<file path="config.mk">
export PLATFORM = sky130hd
export DESIGN_NAME = stopwatch_lap
export DESIGN_NICKNAME = d
export VERILOG_FILES = /design/src/rtl/stopwatch_pkg.sv /design/src/rtl/bcd2seven.sv /design/src/rtl/digit_split.sv /design/src/rtl/sw_time_counter.sv /design/src/rtl/stopwatch_lap.sv
export SDC_FILE = /design/constraint.sdc
export NUM_CORES = 1
export LEC_CHECK = 0
export ABC_AREA = 1
export CORE_ASPECT_RATIO = 0.75
export CORE_UTILIZATION = 47
export DETAILED_ROUTE_END_ITERATION = 10
export GPL_TIMING_DRIVEN = 0
export PLACE_DENSITY = 0.66
export RECOVER_POWER = 25
export SYNTH_ARGS = -nofsm -noshare
export SYNTH_HDL_FRONTEND = slang
export SYNTH_SLANG_ARGS = --single-unit
export TNS_END_PERCENT = 5
</file>
<file path="constraint.sdc">
create_clock -name clk -period 6.8 [get_ports clk]
set_input_delay 1.7 -clock clk [delete_from_list [all_inputs] [get_ports clk]]
set_output_delay 1.7 -clock clk [all_outputs]
set_load 0.01 [all_outputs]
</file>
<file path="src/rtl/stopwatch_pkg.sv">
// Shared types and constants for the lap stopwatch: time fields, lap record,
// key indices and seven-segment display constants.
package stopwatch_pkg;

  localparam int unsigned FIELD_W    = 7;
  localparam int unsigned SEG_W      = 8;
  localparam int unsigned DIGITS     = 6;
  localparam int unsigned CC_MAX     = 99;
  localparam int unsigned SS_MAX     = 59;
  localparam int unsigned SEP_BIT_LO = 23;
  localparam int unsigned SEP_BIT_HI = 39;
  localparam int unsigned KEY_DOWN   = 0;
  localparam int unsigned KEY_UP     = 1;
  localparam int unsigned KEY_ESC    = 2;
  localparam int unsigned KEY_ENTER  = 3;

  localparam logic [SEG_W-1:0] SEG_BLANK = 8'h00;

  typedef struct packed {
    logic [FIELD_W-1:0] mm;
    logic [FIELD_W-1:0] ss;
    logic [FIELD_W-1:0] cc;
  } lap_t;

  typedef enum logic {
    ST_PAUSED  = 1'b0,
    ST_RUNNING = 1'b1
  } run_state_e;

endpackage

</file>
<file path="src/rtl/bcd2seven.sv">
// Active-high seven-segment encoder {dp,g,f,e,d,c,b,a}; non-BCD codes blank.
module bcd2seven
  import stopwatch_pkg::*;
(
  input  logic [3:0]       bcd,
  output logic [SEG_W-1:0] seg
);

  always_comb begin
    seg = SEG_BLANK;
    case (bcd)
      4'd0:    seg = 8'h3F;
      4'd1:    seg = 8'h06;
      4'd2:    seg = 8'h5B;
      4'd3:    seg = 8'h4F;
      4'd4:    seg = 8'h66;
      4'd5:    seg = 8'h6D;
      4'd6:    seg = 8'h7D;
      4'd7:    seg = 8'h07;
      4'd8:    seg = 8'h7F;
      4'd9:    seg = 8'h6F;
      default: seg = SEG_BLANK;
    endcase
  end

endmodule

</file>
<file path="src/rtl/digit_split.sv">
// Splits a 0..99 binary field into its tens and ones BCD digits.
module digit_split
  import stopwatch_pkg::*;
(
  input  logic [FIELD_W-1:0] value,
  output logic [3:0]         tens,
  output logic [3:0]         ones
);

  assign tens = 4'(value / FIELD_W'(10));
  assign ones = 4'(value % FIELD_W'(10));

endmodule

</file>
<file path="src/rtl/sw_time_counter.sv">
// Centisecond tick divider and cc/ss/mm carry chain for the stopwatch.
module sw_time_counter
  import stopwatch_pkg::*;
#(
  parameter int unsigned TICK_DIV = 10000,
  parameter int unsigned MIN_MAX  = 100
) (
  input  logic               clk,
  input  logic               rst,
  input  logic               clr,
  input  logic               run,
  output logic [FIELD_W-1:0] mm,
  output logic [FIELD_W-1:0] ss,
  output logic [FIELD_W-1:0] cc
);

  localparam int unsigned TICK_W = $clog2(TICK_DIV);

  logic [TICK_W-1:0]  tick_q, tick_d;
  logic [FIELD_W-1:0] cc_q, cc_d;
  logic [FIELD_W-1:0] ss_q, ss_d;
  logic [FIELD_W-1:0] mm_q, mm_d;

  // Carry ripples only on the wrapping tick; clear overrides counting.
  always_comb begin
    tick_d = tick_q;
    cc_d   = cc_q;
    ss_d   = ss_q;
    mm_d   = mm_q;
    if (clr) begin
      tick_d = '0;
      cc_d   = '0;
      ss_d   = '0;
      mm_d   = '0;
    end else if (run) begin
      if (tick_q == TICK_W'(TICK_DIV - 1)) begin
        tick_d = '0;
        if (cc_q == FIELD_W'(CC_MAX)) begin
          cc_d = '0;
          if (ss_q == FIELD_W'(SS_MAX)) begin
            ss_d = '0;
            mm_d = (mm_q == FIELD_W'(MIN_MAX - 1)) ? '0 : mm_q + FIELD_W'(1);
          end else begin
            ss_d = ss_q + FIELD_W'(1);
          end
        end else begin
          cc_d = cc_q + FIELD_W'(1);
        end
      end else begin
        tick_d = tick_q + TICK_W'(1);
      end
    end
  end

  always_ff @(posedge clk) begin
    if (rst) begin
      tick_q <= '0;
      cc_q   <= '0;
      ss_q   <= '0;
      mm_q   <= '0;
    end else begin
      tick_q <= tick_d;
      cc_q   <= cc_d;
      ss_q   <= ss_d;
      mm_q   <= mm_d;
    end
  end

  assign mm = mm_q;
  assign ss = ss_q;
  assign cc = cc_q;

endmodule

</file>
<file path="src/rtl/stopwatch_lap.sv">
// MM:SS.cc stopwatch with a lap ring buffer browsable by up/down keys,
// driving the shared six-digit seven-segment bus.
module stopwatch_lap
  import stopwatch_pkg::*;
#(
  parameter int unsigned TICK_DIV  = 10000,
  parameter int unsigned LAP_DEPTH = 4,
  parameter int unsigned MIN_MAX   = 100
) (
  input  logic                     clk,
  input  logic                     rst,
  input  logic                     mode,
  input  logic                     up,
  input  logic                     down,
  input  logic                     left,
  input  logic                     right,
  input  logic                     enter,
  input  logic                     esc,
  output logic [DIGITS*SEG_W-1:0]  out,
  output logic [DIGITS-1:0]        blk,
  output logic                     norm
);

  localparam int unsigned PTR_W = (LAP_DEPTH > 1) ? $clog2(LAP_DEPTH) : 1;
  localparam int unsigned CNT_W = $clog2(LAP_DEPTH + 1);
  localparam int unsigned IDX_W = CNT_W + 1;

  run_state_e         state_q, state_d;
  logic [PTR_W-1:0]   wr_ptr_q, wr_ptr_d;
  logic [CNT_W-1:0]   lap_cnt_q, lap_cnt_d;
  logic [CNT_W-1:0]   view_q, view_d;
  logic [3:0]         mark_q, mark_d;
  lap_t               lap_mem_q [LAP_DEPTH];

  logic               rst_all_c;
  logic [3:0]         keys_c;
  logic [3:0]         press_c;
  logic               lap_we_c;
  logic               clr_c;
  logic               unused_keys_c;
  logic [FIELD_W-1:0] live_mm, live_ss, live_cc;
  lap_t               live_c;
  lap_t               disp_c;
  logic [IDX_W-1:0]   rd_sum_c;
  logic [PTR_W-1:0]   rd_idx_c;
  logic [3:0]         bcd_c [DIGITS];
  logic [SEG_W-1:0]   seg_c [DIGITS];

  assign rst_all_c     = rst | ~mode;
  assign keys_c        = {enter, esc, up, down};
  assign press_c       = keys_c & ~mark_q;
  assign unused_keys_c = left ^ right;

  sw_time_counter #(
    .TICK_DIV (TICK_DIV),
    .MIN_MAX  (MIN_MAX)
  ) u_time (
    .clk (clk),
    .rst (rst_all_c),
    .clr (clr_c),
    .run (state_q == ST_RUNNING),
    .mm  (live_mm),
    .ss  (live_ss),
    .cc  (live_cc)
  );

  assign live_c = {live_mm, live_ss, live_cc};

  // Only the highest-priority new press acts; every key still updates its marker.
  always_comb begin
    state_d   = state_q;
    wr_ptr_d  = wr_ptr_q;
    lap_cnt_d = lap_cnt_q;
    view_d    = view_q;
    mark_d    = keys_c;
    lap_we_c  = 1'b0;
    clr_c     = 1'b0;
    if (press_c[KEY_ENTER]) begin
      state_d = (state_q == ST_RUNNING) ? ST_PAUSED : ST_RUNNING;
    end else if (press_c[KEY_ESC]) begin
      view_d = '0;
      if (state_q == ST_RUNNING) begin
        lap_we_c = ~rst_all_c;
        wr_ptr_d = (wr_ptr_q == PTR_W'(LAP_DEPTH - 1)) ? '0 : wr_ptr_q + PTR_W'(1);
        if (lap_cnt_q != CNT_W'(LAP_DEPTH)) begin
          lap_cnt_d = lap_cnt_q + CNT_W'(1);
        end
      end else begin
        clr_c     = 1'b1;
        wr_ptr_d  = '0;
        lap_cnt_d = '0;
      end
    end else if (press_c[KEY_UP]) begin
      if (view_q < lap_cnt_q) begin
        view_d = view_q + CNT_W'(1);
      end
    end else if (press_c[KEY_DOWN]) begin
      if (view_q != '0) begin
        view_d = view_q - CNT_W'(1);
      end
    end
  end

  always_ff @(posedge clk) begin
    if (rst_all_c) begin
      state_q   <= ST_PAUSED;
      wr_ptr_q  <= '0;
      lap_cnt_q <= '0;
      view_q    <= '0;
      mark_q    <= '0;
    end else begin
      state_q   <= state_d;
      wr_ptr_q  <= wr_ptr_d;
      lap_cnt_q <= lap_cnt_d;
      view_q    <= view_d;
      mark_q    <= mark_d;
    end
  end

  // Lap storage needs no reset: lap_cnt gates what can be viewed.
  always_ff @(posedge clk) begin
    if (lap_we_c) begin
      lap_mem_q[wr_ptr_q] <= live_c;
    end
  end

  // k-th newest lap lives at (wr_ptr - k) mod LAP_DEPTH.
  assign rd_sum_c = IDX_W'(wr_ptr_q) + IDX_W'(LAP_DEPTH) - IDX_W'(view_q);
  assign rd_idx_c = (rd_sum_c >= IDX_W'(LAP_DEPTH)) ? PTR_W'(rd_sum_c - IDX_W'(LAP_DEPTH))
                                                     : PTR_W'(rd_sum_c);
  assign disp_c   = (view_q == '0) ? live_c : lap_mem_q[rd_idx_c];

  digit_split u_split_cc (.value(disp_c.cc), .tens(bcd_c[1]), .ones(bcd_c[0]));
  digit_split u_split_ss (.value(disp_c.ss), .tens(bcd_c[3]), .ones(bcd_c[2]));
  digit_split u_split_mm (.value(disp_c.mm), .tens(bcd_c[5]), .ones(bcd_c[4]));

  for (genvar g = 0; g < DIGITS; g++) begin : g_seg
    bcd2seven u_seg (.bcd(bcd_c[g]), .seg(seg_c[g]));
  end

  always_comb begin
    out = '0;
    for (int unsigned i = 0; i < DIGITS; i++) begin
      out[i*SEG_W +: SEG_W] = seg_c[i];
    end
    out[SEP_BIT_LO] = 1'b1;
    out[SEP_BIT_HI] = 1'b1;
  end

  assign norm = (view_q == '0);
  assign blk  = norm ? '0 : '1;

endmodule
</file>
Word-level counts from Yosys, hierarchy flattened:

Memory sizes are Yosys's and may differ from the RTL's.
Cells that the tools add are included.
W data, S select, Z words.

* input bits: 9
* bits in latches: 0
* memory bits (writable): 84
* logic and storage cells: 84
* bits in read-only memories: 672
* output and inout port bits: 55
* register bits: 48
* memories kept: 7

* $mul: 0
* reductions and logical operators: 11
* mux-type cells: 24
* equality and inequality tests: 8
* add/subtract/negate cells: 11
* shifts and indexed selects: 0
* div/mod/pow operators: 6
* bitwise logic cells: 6
* order comparisons: 2

Memories
* (name not given): words 16, width 7, rd ports 1, clocked after Yosys merged registers in 0, write ports 0, RTL line bcd2seven.sv:11 `case (bcd)`
* (name not given): words 16, width 7, rd ports 1, clocked after Yosys merged registers in 0, write ports 0, RTL line bcd2seven.sv:11
* (name not given): words 16, width 7, rd ports 1, clocked after Yosys merged registers in 0, write ports 0, RTL line bcd2seven.sv:11
* (name not given): words 16, width 7, rd ports 1, clocked after Yosys merged registers in 0, write ports 0, RTL line bcd2seven.sv:11
* (name not given): words 16, width 7, rd ports 1, clocked after Yosys merged registers in 0, write ports 0, RTL line bcd2seven.sv:11
* (name not given): words 16, width 7, rd ports 1, clocked after Yosys merged registers in 0, write ports 0, RTL line bcd2seven.sv:11
* 1 more memories

Operators with widths (number)
* $add A7 B1 Y7 const B: 3
* $div A7 B4 Y7 const B: 3
* $mod A7 B4 Y7 const B: 3
* $mux W21: 1
* $mux W3: 7
* $mux W7: 3
* $add A14 B1 Y14 const B: 1
* $eq A14 B14 Y1 const B: 1
* $eq A7 B7 Y1 const B: 2
* $mux W14: 1
* $reduce_bool A3 Y1: 3
* $mux W1: 8
* $reduce_and A4 Y1: 2
* $eq A7 B6 Y1 const B: 1
* $add A3 B1 Y3 const B: 2
* $mux W2: 3
* $mux W6: 1
* $reduce_and A3 Y1: 2
* $add A2 B3 Y4 const B: 1
* $and A4 B4 Y4: 1
* $ge A4 B3 Y1 const B: 1
* $not A4 Y4: 1
* $reduce_and A2 Y1: 2
* $sub A4 B3 Y4: 1
* other kinds (12): 14

Logic depth before layout (Yosys ltp):

Gate-level depths: netlist (run 1).

* depth after elaboration: 8
* depth in mapped cells: 45
* mapped depth without buffers: 43

Cells and area by module:

From an unflattened synthesis (run 1), not the netlist that was laid out.

* cell total of the unflattened synthesis: 1138
* area, all modules: 8872.3 µm²

Modules (own cells, without submodules)
* stopwatch_lap: instances 1, sequential area each 2782.7 µm², cells each 390, area each 4428.0 µm²
* sw_time_counter: instances 1, sequential area each 700.7 µm², cells each 313, area each 2057.0 µm²
* bcd2seven: instances 6, sequential area each 0.0 µm², cells each 41, area each 221.5 µm²
* digit_split: instances 3, sequential area each 0.0 µm², cells each 63, area each 352.8 µm²

Least setup slack after synthesis (run 1):

No wires, ideal clock.

* path type: reg2out
* start point: register wr_ptr_q[0]
* end point: output out[24]
* data required time: 5.100 ns
* path buffers: 2
* stages on the path, launching flop included: 41
* arrival: 4.683 ns
* slack: 0.417 ns
* cell sequence: dfxtp_1 inv_1 ha_1 buf_6 inv_4 buf_2 nor2_1 nor2_1 nand2_1 nand3_1 nand2_2 inv_2 nand3_2 inv_2 nor2_1 ha_1 inv_1 nand3_4 [5 not listed] ha_1 inv_1 o21ai_0 nand3_2 nand2_4 nand2_1 nand2_1 inv_1 ha_1 inv_1 nand3_1 nand2_1 nor2_4 nand2_4 inv_1 ha_1 or2_2 a31oi_1

* word-level cells in the longest chain between the ends: 8
* elaborated cells on any way between the ends: 9
* those cells by class: add/sub: 3; div: 1; order compare: 1; mux: 2; memory: 2

RTL lines
* start, declared: RTL line stopwatch_lap.sv:29 `logic [PTR_W-1:0] wr_ptr_q, wr_ptr_d;`
* start signal, assigned: RTL line stopwatch_lap.sv:113 `wr_ptr_q <= wr_ptr_d;`
* $add A2 B3 Y4 *: RTL line stopwatch_lap.sv:128 `assign rd_sum_c = IDX_W'(wr_ptr_q) + IDX_W'(LAP_DEPTH) - IDX_W'(view_q);`
* $sub A4 B3 Y4 *: RTL line stopwatch_lap.sv:128
* $ge A4 B3 Y1 or $sub A2 B1 Y2 (tied branches): RTL line stopwatch_lap.sv:129 `assign rd_idx_c = (rd_sum_c >= IDX_W'(LAP_DEPTH)) ? PTR_W'(rd_sum_c - IDX_W'(LAP_DEPTH))`
* $mux W2 *: RTL line stopwatch_lap.sv:129
* $mem_v2 Z4 W21 *
* $mux W21 *: RTL line stopwatch_lap.sv:131 `assign disp_c = (view_q == '0) ? live_c : lap_mem_q[rd_idx_c];`
* $div A7 B4 Y7 *: RTL line digit_split.sv:10 `assign tens = 4'(value / FIELD_W'(10));`
* $mem_v2 Z16 W7 *
* end, declared: RTL line stopwatch_lap.sv:19 `output logic [DIGITS*SEG_W-1:0] out,`

Every way passes the cells marked *; elsewhere a longest branch is shown, timed or not.

Worst setup path in the final report (run 1):

* start point: register wr_ptr_q[0]
* end point: output out[40]

Same word-level chain as after synthesis.

==> results.yml, run 1 <==
setup_path:
  crit_type: "reg2out"
  cp_data_arrival_time_ps: 4940
  worstRegToRegCells: 12
  cpMostUsedCell: "nand2_1"
  critPathMaxFanout: 8
  setup.worst_path.start: "wr_ptr_q[0]"
  max_stage_delay_ps: 540
  rr_startpoint: "state_q"
  crit_slowest_cell: "clkdlybuf4s50_1"
  critPathCaptureType: "primary output"
  required_ps: 5100
  startpoint_type: "flip-flop"
  r2r_setup_slack_ps: 3560
  r2r_end: "u_time.mm[6]"
synth:
  yosysSeqAreaShare_pct: 39.7
  netlist_instances: 1101
  ys_async_sr_fraction_pct: 0
  ys.warnings.count: 0
  yosysTopAreaCellShare_pct: 28.7
  synth_edf_count: 84
  ys_ff_latch: 132
  yosys.area.top_type: "edfxtp_1"
  synth_flop_cell: "edfxtp_1"
  synth.distinct_cells: 61
  synth_area_leaders: "edfxtp_1, nand2_1, dfxtp_1, ha_1, inv_1"
  synth_area_sq_mm: 0.00878
  postSynthAreaPerCell_sq_um: 7.98
floorplan:
  core_sq_mm: 0.0180
  fp.dieH_microns: 120
  ios: 64
  row_count: 42
  dieArea_sq_mm: 0.0192
  dieWidth_microns: 160
  initial_core_util_pct: 48.9
sta:
  rsz0062_at_grt: "true"
  clock_skew_ps: 8.37
  min_period_over_period_pct: 97.7
  tightestPinTransition_ps: 896
  finalHoldViolCount: 0
  layout_min_cycle_time_ps: 6640
  hold_slack_ps: 482
  max_clock_freq_ghz: 0.151
  slew_headroom_pct: 40.3
  setup_viol: 0
  finalSetupTns_ps: 0
  fin_ws_ps: 160
  drv_slew: 0
routing:
  antenna_left: 0
  num_vias: 7472
  wl_met2_microns: 8720
  met1_length_microns: 9850
  wl_per_cell_microns: 13.1
  routed_wirelength_microns: 19500
  routed_via_density: 5.00
  topRoutingLayerUsed: "met4"
  drtIter0Drc: 486
  drc: 0
  routed-wl-met3_microns: 876
  dr.pass1.iters: 5
cts:
  cts_buffers: 17
  holdBufCountCts: 0
  clk_pin_slew_ps: 60
  cts_root_buffer: "clkbuf_16"
  clk_latency_ps: 420
  cts_buffer_depth: 2
  cts_tree: "done"
  ctsHtreeMaxLevel: 4
  cts_sinks: 132
global_routing:
  antenna_found_initial: 0
  grt_pass1_wl_microns: 32100
  grt_pass1_vias: 6690
  grt-ovfl-total: 0
  grt_usage_pct: 20.7
  grt_max_degree: 17
status:
  status: "finished clean"
min_path:
  hp-class: "reg2reg"
  holdPathEnd: "u_time.tick_q[1]"
  worstHoldPathCells: 2
  hp-start: "u_time.tick_q[1]"
placed_design:
  portBuffers: 55
  dpl.hpwl_microns: 13700
  dp_worst_setup_slack_ps: -739
  gp_congestion: 0.818
layout:
  antenna_cells: 0
  final_cell_mix: "nand2_1, inv_1, nor2_1"
  layout_commonest_cell: "nand2_1"
  final_util_pct: 61.2
  drive_gt1_share_pct: 25.7
  nets: 1306
  final.fill_count: 1637
  area.growth.synth_to_final_pct: 25.3
power:
  p_per_area_mw_per_mm2: 333
  power_leakage_nw: 4.94
  total_power_mw: 3.67
  vdd_drop_max_mv: 0.234
run:
  cap_violations: 0
-- worst max path at each step --
stage,endpoint,slack [ps],depth (start not counted)
6_report,out[40],160,31
5_1_grt,out[36],-240,37
4_1_cts,out[3],-10,40
3_5_place_dp,out[3],-740,43
3_3_place_gp,out[3],-690,43
2_1_floorplan,out[24],420,40
-- flip-flops by register name (all words and copies together) (netlist names) --
name	count
u_time.cc	7
mark_q	4
u_time.ss	7
u_time.tick_q	14
lap_cnt_q	3
u_time.mm	7
lap_mem_q	84
state_q	1
view_q	3
wr_ptr_q	2
-- Yosys cell counts, drive strengths merged (3+ instances only) --
master and count:
nor3b 4, xor2 11, nand2 329, o21a 3, o211ai 4, nor3 10, o21ai 40, inv 143
ha 58, nand3 105, nor4 6, nor2 111, a21boi 3, or2 14, nand4 24, edfxtp 84
a31oi 6, nand3b 5, o31ai 3, a21oi 32, a211oi 5, buf 29, dfxtp 48
-- logic make-up (layout without fill, tap and decap cells) --
kind of cell / after synthesis / in the layout / synth area share [%]
xor gates and xnor gates: 12 / 12 / 1.20
adders and majority gates: 59 / 59 / 8.49
DFF: 132 / 132 / 39.7
muxes: 2 / 2 / 0.228
other: 2 / 6 / 0.0855
buffers and inverters: 175 / 321 / 9.02
and+or+nand+nor: 612 / 612 / 33.6
AOI/OAI and AO/OA: 107 / 107 / 7.71
-- worst max-delay path: cells and delay by family (launching register included) --
family	cells	cell delay, ps
and+or+nand+nor	16	1900
buffers and inverters	8	1260
adders and majority gates	3	570
AOI/OAI and AO/OA	4	440
DFF	1	350
-- routing by layer --
layer  up-vias  global-route usage (%)
met3         9                    3.84
met2       161                    31.9
met5         -                       0
met1      3420                    30.1
li1       3882                       -
met4         0                    5.00
-- layout make-up --
| class | instances | area [sq um] | area share, % |
|---|---|---|---|
| multi-input cells | 798 | 4830 | 43.9 |
| flip-flops and latches | 132 | 3490 | 31.7 |
| repair buffers | 114 | 942 | 8.56 |
| inverters | 145 | 566 | 5.14 |
| clock buffers | 18 | 429 | 3.90 |
| well taps | 242 | 303 | 2.75 |
| plain buffers | 29 | 277 | 2.51 |
| clock inverters | 14 | 163 | 1.48 |
| repair inverters | 1 | 6.26 | 0.0569 |
-- power by group --
| part | internal, mW | total, mW | switching [mW] |
|---|---|---|---|
| clock network | 0.574 | 0.915 | 0.341 |
| registers | 0.846 | 0.848 | 0.00246 |
| logic | 0.815 | 1.91 | 1.09 |
| total | 2.23 | 3.67 | 1.43 |
-- timing repair --
action	4_1_cts	5_1_grt
buffers inserted	34	21
cloned	1	0
gates resized for setup	81	131
setup endpoints to repair	39	41
pin swaps	24	36
-- through the flow --
stage          area (sq um)  instances
3_3_place_gp           9650       1402
2_1_floorplan          8800       1105
4_1_cts               10700       1472
5_1_grt               11000       1493
3_5_place_dp           9720       1406
6_report              11000       1493
Note: power is estimated with default switching activity, not from simulation.
==> run 2, diff against run 1 <==
CORE_ASPECT_RATIO = 0.9   (was 0.75)
==> results.yml, run 2 (synthesis gave the netlist of run 1 again) <==
power:
  seq_power_share_pct: 23.2
  p_int_mw: 2.24
  power_frac_clock_pct: 25.6
  switching_share_pct: 38.7
  p_per_area_mw_per_mm2: 330
  power_leakage_nw: 4.97
  pwr-share-comb_pct: 51.2
  vdd_drop_max_mv: 0.193
  switchingPower_mw: 1.41
sta:
  tightestPinTransition_ps: 899
  layout_min_cycle_time_ps: 6680
  min_period_over_period_pct: 98.2
  finalSetupTns_ps: 0
  clock_skew_ps: 6.43
  setup_viol: 0
  slew_headroom_pct: 40.1
  max_clock_freq_ghz: 0.150
  drv_slew: 0
  finalHoldViolCount: 0
  rsz0062_at_grt: "true"
layout:
  postLayoutCellArea_sq_mm: 0.0111
  largest_reg_flops: 84
  register_area_sq_mm: 0.00349
  antenna_cells: 0
  largestRegisters: "lap_mem_q: 84 flops, u_time.tick_q: 14 flops"
  layout_commonest_cell: "nand2_1"
  final_cell_mix: "nand2_1, inv_1, nor2_1"
  final.fill_count: 1607
  nets: 1305
  regMostFlops: "lap_mem_q"
  drive_gt1_share_pct: 25.0
  multi_input_area_sq_mm: 0.00485
  area.growth.synth_to_final_pct: 26.1
routing:
  num_vias: 7442
  routed_wirelength_microns: 19600
  wl_per_cell_microns: 13.1
  dr.pass1.iters: 6
  routed_via_density: 4.98
  drtIter0Drc: 469
  drc: 0
  antenna_left: 0
setup_path:
  required_ps: 5100
  critPathCaptureType: "primary output"
  crit_slowest_cell: "dfxtp_4"
  r2r_end: "u_time.mm[6]"
  startpoint_type: "flip-flop"
  crit_type: "reg2out"
  max_stage_delay_ps: 360
  rr_startpoint: "state_q"
  worstRegToRegCells: 12
  critPathMaxFanout: 5
  r2r_setup_slack_ps: 3580
  cp_data_arrival_time_ps: 4980
global_routing:
  grt_max_degree: 17
  grt_usage_pct: 20.1
  grt_pass1_vias: 6537
  grt-ovfl-total: 0
  antenna_found_initial: 0
  grt_pass1_wl_microns: 31000
floorplan:
  core_sq_mm: 0.0183
  row_count: 47
  ios: 64
  dieArea_sq_mm: 0.0192
  fp.dieH_microns: 132
  dieWidth_microns: 146
  initial_core_util_pct: 47.9
cts:
  clk_latency_ps: 420
  cts_buffers: 17
  cts_root_buffer: "clkbuf_16"
  ctsHtreeMaxLevel: 4
  holdBufCountCts: 0
  cts_sinks: 132
  cts_tree: "done"
  cts_buffer_depth: 2
  clk_pin_slew_ps: 60
min_path:
  worstHoldPathCells: 2
  hp-class: "reg2reg"
  holdPathEnd: "lap_cnt_q[0]"
  hp-start: "lap_cnt_q[0]"
placed_design:
  dpl.hpwl_microns: 13200
  placed_area_sq_mm: 0.00974
  gp_congestion: 0.826
  portBuffers: 55
status:
  status: "finished clean"
run:
  cap_violations: 0
## run 2: worst max path at each step
stage,endpoint,slack (ps),depth (start not counted),from
after floorplan,out[24],420,40,wr_ptr_q[0]
after global placement,out[24],-670,41,wr_ptr_q[0]
after detailed placement,out[16],-700,45,wr_ptr_q[0]
after CTS,out[35],-170,37,wr_ptr_q[0]
after global routing,out[21],-220,44,wr_ptr_q[0]
final,out[21],120,44,wr_ptr_q[0]
## run 2: power groups by stage
stage / Clock (mW) / Sequential (mW) / Combinational [mW]
6_report: 0.936 / 0.848 / 1.87
5_1_grt: 0.979 / 0.848 / 2.09
3_5_place_dp: 0 / 0.865 / 1.84
2_1_floorplan: 0 / 0.864 / 1.16
3_3_place_gp: 0 / 0.865 / 1.82
4_1_cts: 0.944 / 0.848 / 1.84
## run 2: critical path, delay by kind of cell, from the launching register on
kind                     cells  cell delay, ps
AO/OA/AOI/OAI                1              60
adder cells (fa/ha/maj)      5             970
buffers and inverters       12            1020
flip-flops                   1             360
AND/OR/NAND/NOR             26            2110
## run 2: repair_timing
action | 4_1_cts | 5_1_grt
cloned | 0 | 2
setup buffers | 17 | 36
resized for setup | 115 | 85
pin swaps | 15 | 35
setup endpoints to repair | 39 | 42
## run 2: routing by layer
metal | vias to the layer above | global-route usage [%] | share of wire (%) | wire [microns]
met3 | 19 | 2.74 | 4.1 | 802
met5 | - | 0 | 0 | 0
met1 | 3388 | 26.8 | 47 | 9200
met2 | 153 | 33.4 | 48 | 9310
li1 | 3882 | - | - | -
met4 | 0 | 6.54 | 1.4 | 270
## run 2: layout make-up
type / instances / area share, %
multi-input cells: 798 / 43.8
flip-flops and latches: 132 / 31.5
repair buffers: 113 / 8.77
inverters: 145 / 5.11
clock buffers: 25 / 4.68
well taps: 245 / 2.77
plain buffers: 29 / 2.50
clock inverters: 7 / 0.847
repair inverters: 1 / 0.0791
## run 2: per-stage QoR
stage          hold slack [ps]  cells  power [mW]  setup WS [ps]  utilization, %
3_5_place_dp               482   1409        2.70           -702            53.1
4_1_cts                    488   1458        3.63           -174            58.0
2_1_floorplan              457   1105        2.02            417               -
3_3_place_gp               472   1405        2.68           -666            52.6
6_report                   486   1495        3.66            125            60.4
5_1_grt                    520   1495        3.91           -221            60.4
==> run 3, diff against run 2 <==
PLACE_DENSITY = 0.69   (was 0.66)
==> results.yml, run 3 (synthesis gave the netlist of run 1 again) <==
layout:
  final.fill_count: 1615
  postLayoutCellArea_sq_mm: 0.0108
  largest_reg_flops: 84
  regMostFlops: "lap_mem_q"
  layout_commonest_cell: "nand2_1"
  antenna_cells: 0
  final_util_pct: 58.9
  largestRegisters: "lap_mem_q: 84 flops, u_time.tick_q: 14 flops"
  register_area_sq_mm: 0.00349
  drive_gt1_share_pct: 22.0
  finalNonFillerCells: 1477
  nets: 1287
  multi_input_area_sq_mm: 0.00473
  final_cell_mix: "nand2_1, inv_1, nor2_1"
  area.growth.synth_to_final_pct: 23.1
floorplan:
  ios: 64
  initial_core_util_pct: 47.9
  dieArea_sq_mm: 0.0192
  core_sq_mm: 0.0183
  row_count: 47
  fp.dieH_microns: 132
  dieWidth_microns: 146
run:
  cap_violations: 0
sta:
  finalSetupTns_ps: 0
  max_clock_freq_ghz: 0.148
  min_period_over_period_pct: 99.7
  finalHoldViolCount: 0
  drv_slew: 0
  tightestPinTransition_ps: 930
  setup_viol: 0
  rsz0062_at_grt: "true"
  layout_min_cycle_time_ps: 6780
  slew_headroom_pct: 38.0
  clock_skew_ps: 7.91
  fin_ws_ps: 21.7
  hold_slack_ps: 478
power:
  vdd_drop_max_mv: 0.177
  power_leakage_nw: 4.87
  p_per_area_mw_per_mm2: 336
  total_power_mw: 3.63
setup_path:
  cp_data_arrival_time_ps: 5080
  critPathCaptureType: "primary output"
  required_ps: 5100
  startpoint_type: "flip-flop"
  crit_type: "reg2out"
  critPathMaxFanout: 10
  crit_slowest_cell: "dfxtp_2"
  max_stage_delay_ps: 350
  cpMostUsedCell: "inv_2"
global_routing:
  grt-ovfl-total: 0
  grt_pass1_vias: 6655
  antenna_found_initial: 0
  grt_pass1_wl_microns: 31700
  grt_usage_pct: 20.4
  grt_max_degree: 17
cts:
  cts_tree: "done"
  ctsHtreeMaxLevel: 4
  clk_pin_slew_ps: 60
  cts_root_buffer: "clkbuf_16"
  cts_buffers: 17
  cts_sinks: 132
  cts_buffer_depth: 2
  holdBufCountCts: 0
  clk_latency_ps: 420
routing:
  num_vias: 7366
  wl_per_cell_microns: 12.8
  drtIter0Drc: 482
  routed_via_density: 4.99
  antenna_left: 0
  dr.pass1.iters: 5
  routed_wirelength_microns: 19000
  drc: 0
placed_design:
  placed_area_sq_mm: 0.00973
  portBuffers: 55
  dpl.hpwl_microns: 13000
  dp_worst_setup_slack_ps: -728
  place_inst: 1409
  gp_congestion: 0.851
status:
  status: "finished clean"
min_path:
  hp-class: "reg2reg"
run 3: cell types whose count changed in the layout (fill, tap and decap cells not counted), moves of 5 or more:
cell / change
ha_1: +6
nand3_2: -7
nand3_1: +6
buf_4: -15
buf_2: -5
run 3: per-layer routing:
layer,up-vias,global-route usage (%),share of wire (%)
met5,-,0,0
met3,32,3.16,4.1
met2,156,33.2,47
met1,3340,27.3,47
li1,3838,-,-
met4,0,7.58,1.9
run 3: repair_timing:
action | 4_1_cts | 5_1_grt
setup endpoints to repair | 39 | 42
gates cloned | 0 | 0
buffers inserted | 31 | 6
pin swaps | 18 | 11
resized for setup | 78 | 72
run 3: worst max-delay path: cells and delay by family, from the launching register on:
kind	cells	cell delay, ps
AOI/OAI and AO/OA	1	120
DFF	1	350
and+or+nand+nor	24	2140
adders and majority gates	5	950
buffers and inverters	13	1080
run 3: cell type report:
type / count / area share [%]
inverter: 145 / 5.15
timing repair buffer: 96 / 7.75
multi-input combinational: 798 / 43.7
sequential: 132 / 32.3
clock inverter: 14 / 1.71
tap: 245 / 2.83
buffer: 29 / 2.49
clock buffer: 18 / 4.06
run 3: worst paths after layout:
path                            cells after the start  slack (ps)            to    startpoint
worst min register to register                      2         480  lap_cnt_q[0]  lap_cnt_q[0]
worst max-delay path                               43          20       out[16]   wr_ptr_q[0]
worst min-delay path                                2         480  lap_cnt_q[0]  lap_cnt_q[0]
worst max register to register                     12        3560  u_time.mm[6]       state_q
run 3: report_power, final:
| part | internal [mW] | switching [mW] | leakage, nW |
|---|---|---|---|
| Clock | 0.619 | 0.338 | 0.293 |
| Sequential | 0.846 | 0.00247 | 0.982 |
| Combinational | 0.781 | 1.05 | 3.59 |
| Total | 2.25 | 1.39 | 4.87 |
